### src/rtl/fetch_prefetch.sv
// Instruction prefetch unit: credit-limited request issue to instruction memory,
// an in-order response FIFO towards decode, and redirect/halt handling with response dropping.
module fetch_prefetch #(
    parameter int unsigned      WIDTH    = 32,
    parameter int unsigned      DEPTH    = 4,
    parameter logic [WIDTH-1:0] RESET_PC = {WIDTH{1'b0}}
) (
    input  logic                     clk,
    input  logic                     rst,
    output logic                     imem_req_valid,
    input  logic                     imem_req_ready,
    output logic [WIDTH-1:0]         imem_req_addr,
    input  logic                     imem_rsp_valid,
    input  logic [WIDTH-1:0]         imem_rsp_data,
    output logic                     instr_valid,
    input  logic                     instr_ready,
    output logic [WIDTH-1:0]         instr_out,
    output logic [WIDTH-1:0]         pc_out,
    output logic [WIDTH-1:0]         pcPlus4,
    input  logic                     pc_src,
    input  logic [WIDTH-1:0]         jump_val,
    input  logic                     pc_halt,
    output logic [$clog2(DEPTH):0]   buf_count
);

    localparam int unsigned      AW      = $clog2(DEPTH);
    localparam int unsigned      CW      = AW + 1;
    localparam logic [CW-1:0]    DEPTH_C = CW'(DEPTH);
    localparam logic [CW-1:0]    ONE_C   = CW'(1);
    localparam logic [CW-1:0]    ZERO_C  = {CW{1'b0}};
    localparam logic [AW-1:0]    PTR_ONE = AW'(1);
    localparam logic [WIDTH-1:0] PC_STEP = WIDTH'(4);

    logic [WIDTH-1:0] fetch_pc_q, fetch_pc_d;
    logic [WIDTH-1:0] rsp_pc_q, rsp_pc_d;
    logic [CW-1:0]    outstanding_q, outstanding_d;
    logic [CW-1:0]    drop_cnt_q, drop_cnt_d;
    logic [CW-1:0]    count_q, count_d;
    logic [AW-1:0]    rd_ptr_q, rd_ptr_d;
    logic [AW-1:0]    wr_ptr_q, wr_ptr_d;
    logic [WIDTH-1:0] pc_mem_q   [DEPTH];
    logic [WIDTH-1:0] data_mem_q [DEPTH];

    logic [CW:0]      credit_use_s;
    logic             req_hs_s;
    logic             push_s;
    logic             pop_s;

    // Buffered entries plus responses still expected to land bound new requests.
    assign credit_use_s   = {1'b0, count_q} + {1'b0, outstanding_q - drop_cnt_q};
    assign imem_req_valid = rst & ~pc_src & ~pc_halt
                          & (credit_use_s < {1'b0, DEPTH_C}) & (outstanding_q < DEPTH_C);
    assign imem_req_addr  = fetch_pc_q;
    assign req_hs_s       = imem_req_valid & imem_req_ready;
    assign push_s         = imem_rsp_valid & ~pc_src & (drop_cnt_q == ZERO_C);
    assign pop_s          = instr_valid & instr_ready & ~pc_src;

    assign buf_count      = count_q;
    assign instr_valid    = (count_q != ZERO_C);
    assign instr_out      = instr_valid ? data_mem_q[rd_ptr_q] : {WIDTH{1'b0}};
    assign pc_out         = instr_valid ? pc_mem_q[rd_ptr_q] : {WIDTH{1'b0}};
    assign pcPlus4        = instr_valid ? (pc_mem_q[rd_ptr_q] + PC_STEP) : {WIDTH{1'b0}};

    // Next-state for PCs, credit counters and FIFO pointers; a redirect overrides everything else.
    always_comb begin
        fetch_pc_d    = fetch_pc_q;
        rsp_pc_d      = rsp_pc_q;
        outstanding_d = outstanding_q;
        drop_cnt_d    = drop_cnt_q;
        count_d       = count_q;
        rd_ptr_d      = rd_ptr_q;
        wr_ptr_d      = wr_ptr_q;
        if (pc_src) begin
            fetch_pc_d    = jump_val;
            rsp_pc_d      = jump_val;
            outstanding_d = outstanding_q - (imem_rsp_valid ? ONE_C : ZERO_C);
            drop_cnt_d    = outstanding_q - (imem_rsp_valid ? ONE_C : ZERO_C);
            count_d       = ZERO_C;
            rd_ptr_d      = {AW{1'b0}};
            wr_ptr_d      = {AW{1'b0}};
        end else begin
            fetch_pc_d    = req_hs_s ? (fetch_pc_q + PC_STEP) : fetch_pc_q;
            outstanding_d = outstanding_q + (req_hs_s ? ONE_C : ZERO_C)
                          - (imem_rsp_valid ? ONE_C : ZERO_C);
            if (imem_rsp_valid && (drop_cnt_q != ZERO_C)) begin
                drop_cnt_d = drop_cnt_q - ONE_C;
            end else begin
                drop_cnt_d = drop_cnt_q;
            end
            if (push_s) begin
                wr_ptr_d = wr_ptr_q + PTR_ONE;
                rsp_pc_d = rsp_pc_q + PC_STEP;
            end else begin
                wr_ptr_d = wr_ptr_q;
                rsp_pc_d = rsp_pc_q;
            end
            rd_ptr_d = pop_s ? (rd_ptr_q + PTR_ONE) : rd_ptr_q;
            count_d  = count_q + (push_s ? ONE_C : ZERO_C) - (pop_s ? ONE_C : ZERO_C);
        end
    end

    // Control state registers with asynchronous reset.
    always_ff @(posedge clk or negedge rst) begin
        if (!rst) begin
            fetch_pc_q    <= RESET_PC;
            rsp_pc_q      <= RESET_PC;
            outstanding_q <= ZERO_C;
            drop_cnt_q    <= ZERO_C;
            count_q       <= ZERO_C;
            rd_ptr_q      <= {AW{1'b0}};
            wr_ptr_q      <= {AW{1'b0}};
        end else begin
            fetch_pc_q    <= fetch_pc_d;
            rsp_pc_q      <= rsp_pc_d;
            outstanding_q <= outstanding_d;
            drop_cnt_q    <= drop_cnt_d;
            count_q       <= count_d;
            rd_ptr_q      <= rd_ptr_d;
            wr_ptr_q      <= wr_ptr_d;
        end
    end

    // FIFO storage; contents are only visible while count_q says the slot is live.
    always_ff @(posedge clk) begin
        if (push_s) begin
            pc_mem_q[wr_ptr_q]   <= rsp_pc_q;
            data_mem_q[wr_ptr_q] <= imem_rsp_data;
        end
    end

endmodule

### config.mk
export PLATFORM = sky130hd
export DESIGN_NAME = fetch_prefetch
export DESIGN_NICKNAME = d
export VERILOG_FILES = /design/src/rtl/fetch_prefetch.sv
export SDC_FILE = /design/constraint.sdc
export NUM_CORES = 1
export LEC_CHECK = 0
export CORE_MARGIN = 2
export CORE_UTILIZATION = 45
export CTS_CLUSTER_DIAMETER = 60
export DETAILED_ROUTE_END_ITERATION = 8
export GPL_ROUTABILITY_DRIVEN = 0
export PLACE_DENSITY_LB_ADDON = 0.05
export SLEW_MARGIN = 0
export SYNTH_ARGS = -nofsm -noshare
export SYNTH_HDL_FRONTEND = slang
export SYNTH_SLANG_ARGS = --single-unit
### constraint.sdc
create_clock -name clk -period 4.76 [get_ports clk]
set_input_delay 0.476 -clock clk [delete_from_list [all_inputs] [get_ports clk]]
set_output_delay 0.476 -clock clk [all_outputs]
set_load 0.02 [all_outputs]
==> impl_metrics.toml, run 1 <==
[run_status]
status = "completed"

[timing]
maxSlewHeadroom_pct = 32.3
tightest_slew_ns = 1.01
period_share_pct = 94.2
hold_viol = 0
slew_viol_final = 0
fin_worst_skew_ns = 0.0117
setup_viol = 0
tns_ns = 0
fmax_mhz = 223
rsz0062_at_grt = "false"
min_period_ns = 4.48

[placement]
hpwl_um = 21500
io_buffer_count = 203
placed_cell_area_mm2 = 0.0174

[clock_network]
cts_tree = "yes"
post-cts-setup-buffers = 0
clock-root-buffer = "clkbuf_16"
cts-htree-levels = 2
cts_buffer_depth = 3
clock_latency_ns = 0.52
cts_buffers = 38
path_clk_slew_ns = 0.06
clock_sinks = 333

[detailed_routing]
ant_nets = 0
drtPass1Iterations = 7
drt_iter0_drc = 748
via_count = 9229
drc = 0
vias_per_cell = 5.40
wl_per_cell_um = 19.5
drt_wl_total_um = 33400

[final_layout]
nets = 1333
fin_util_pct = 57.0
n_fill_cell = 2668
area_delta_synth_final_pct = 24.7
drive_gt1_share_pct = 11.4
stdcell_area_mm2 = 0.0186
seqCellArea_mm2 = 0.00962
multi_input_area_mm2 = 0.00492
num_antenna_cells = 0

[floorplanning]
row_count = 66
start_util_pct = 45.7
die_area_mm2 = 0.0346
die_height_um = 186
die_x_um = 186
io_pins = 204
core_area_mm2 = 0.0326

[synth]
synth.distinct_cells = 55
postSynthAreaPerCell_um2 = 14.5
syn-instance-count = 1026
synthArstFlopShare_pct = 23.1
ys.flop_type = "edfxtp_1"
ys_ff_latch = 333
ys_warn_count = 0
yosysSeqAreaShare_pct = 64.5
synth-edff-count = 256
synth_area_mm2 = 0.0149
syn_nets = 1118

[setup_path]
critPathLaunchType = "flop"
crit_fanout = 19
end_kind = "primary output"
crit_required_ns = 4.28
worstSetupPathType = "flop to primary output"
worst_ep_arrival_time_ns = 4.01

[worst_hold_path]
hold_path_class = "input port to flop"

[pwr]
cellLeakagePower_nw = 6.36
max-vdd-ir-drop_mv = 0.262
p_per_area_mw_per_mm2 = 534
finalPower_mw = 9.93

[global_routing]
track_usage_pct = 19.7
grt_pass1_wl_um = 52100
grt_pass1_vias = 9300
antenna_found_initial = 0
grt_overflow = 0
grt_max_degree = 65

[run]
maxCapViolCount = 0
[flip-flops by register name (all words and copies together), names as in the netlist]
signal         count
buf_count          3
data_mem_q       128
drop_cnt_q         3
imem_req_addr     32
outstanding_q      3
pc_mem_q         128
rd_ptr_q           2
rsp_pc_q          32
wr_ptr_q           2
[through the flow]
stage,setup WS [ns],hold slack [ns],instances
2_1_floorplan,0.895,0.180,1026
3_3_place_gp,0.696,0.472,1642
3_5_place_dp,0.664,0.469,1642
4_1_cts,0.101,0.380,1709
5_1_grt,0.0734,0.432,1709
6_report,0.276,0.401,1709
[final cells by class]
cell class,instances,share of cell area (%)
clock buffer,46,5.39
clock inverter,20,0.915
inverter,41,0.828
multi-input combinational,605,26.5
sequential,333,51.7
tap,442,2.98
timing repair buffer,222,11.7
[timing repair]
action | 4_1_cts | 5_1_grt
endpoints found under the setup margin | 0 | 2
gates resized for setup | 0 | 1
hold buffers | 1 | 0
endpoints found under the hold margin | 31 | 0
[synthesized netlist by cell type, types with 9 or more instances]
cell type	count	area share (%)
and3_1	14	0.59
xnor2_1	26	1.5
clkbuf_1	30	0.76
nand4_1	22	0.92
mux4_1	14	2.5
nor3_1	13	0.44
dfrtp_1	77	13
o21ai_0	57	1.9
mux4_2	48	7.2
nor4_1	11	0.46
inv_1	39	0.98
o211ai_1	11	0.55
nand3_1	45	1.5
ha_1	18	1.5
and2_1	71	3.0
or4_1	9	0.45
a21oi_1	20	0.67
xor2_1	21	1.2
nand2_1	66	1.7
edfxtp_1	256	52
nor2_1	48	1.2
o311ai_0	16	0.94
[power breakdown]
part	total [mW]	internal (mW)	leakage (nW)	switching, mW
sequential	3.54	3.33	3.25	0.209
clock	2.76	1.62	0.570	1.14
combinational	3.63	1.67	2.54	1.96
total	9.93	6.62	6.36	3.31
[cell usage in the layout (no fill, tap or decap), types with 22 or more instances in the layout]
| master | n |
|---|---|
| inv_1 | 38 |
| mux4_2 | 48 |
| and2_1 | 67 |
| nand4_1 | 22 |
| clkdlybuf4s50_1 | 201 |
| xnor2_1 | 26 |
| clkbuf_16 | 39 |
| nor2_1 | 48 |
| o21ai_0 | 57 |
| nand3_1 | 45 |
| dfrtp_1 | 75 |
| edfxtp_1 | 256 |
| nand2_1 | 66 |
[worst max-delay path, stage by stage, from the launching register on]
cell and delay (ns):
dfrtp_4 0.61, mux4_1 0.48, ha_1 0.22, nand3_1 0.23
or4_4 0.62, or4_1 0.54, a21oi_1 0.16, clkdlybuf4s50_1 0.62
[per-layer routing]
metal | global-route usage (%) | routed length [um] | vias up
met4 | 5.26 | 646 | 0
met1 | 27.8 | 15300 | 4545
li1 | - | - | 4381
met5 | 0 | 0 | -
met2 | 31.4 | 15200 | 256
met3 | 3.76 | 2220 | 47
[cells by family after synthesis]
| group | synth area share (%) |
|---|---|
| xor+xnor | 2.76 |
| buf+inv | 2.65 |
| fa+ha+maj | 1.91 |
| compound gates | 5.42 |
| flops | 64.5 |
| simple gates | 12.1 |
| mux | 10.7 |
[path summary, 6_finish.rpt]
check | from | end | slack [ns] | cells past startpoint
min | pc_src | rd_ptr_q[1] | 0.40 | 2
max in group asynchronous | rst | rd_ptr_q[0] | 3.26 | 3
min reg2reg | rsp_pc_q[0] | pc_mem_q[2][0] | 0.52 | 0
min in group asynchronous | rst | imem_req_addr[23] | 0.45 | 2
max | rd_ptr_q[0] | pcPlus4[26] | 0.28 | 7
max reg2reg | outstanding_q[0] | outstanding_q[2] | 1.12 | 17
Power figures use the tool's default switching activity.
==> run 2: changes to the inputs <==
- SKIP_CTS_REPAIR_TIMING: default -> 1
==> results of run 2 <==
No change in the layout: final DEF, timing and power equal those of run 1.
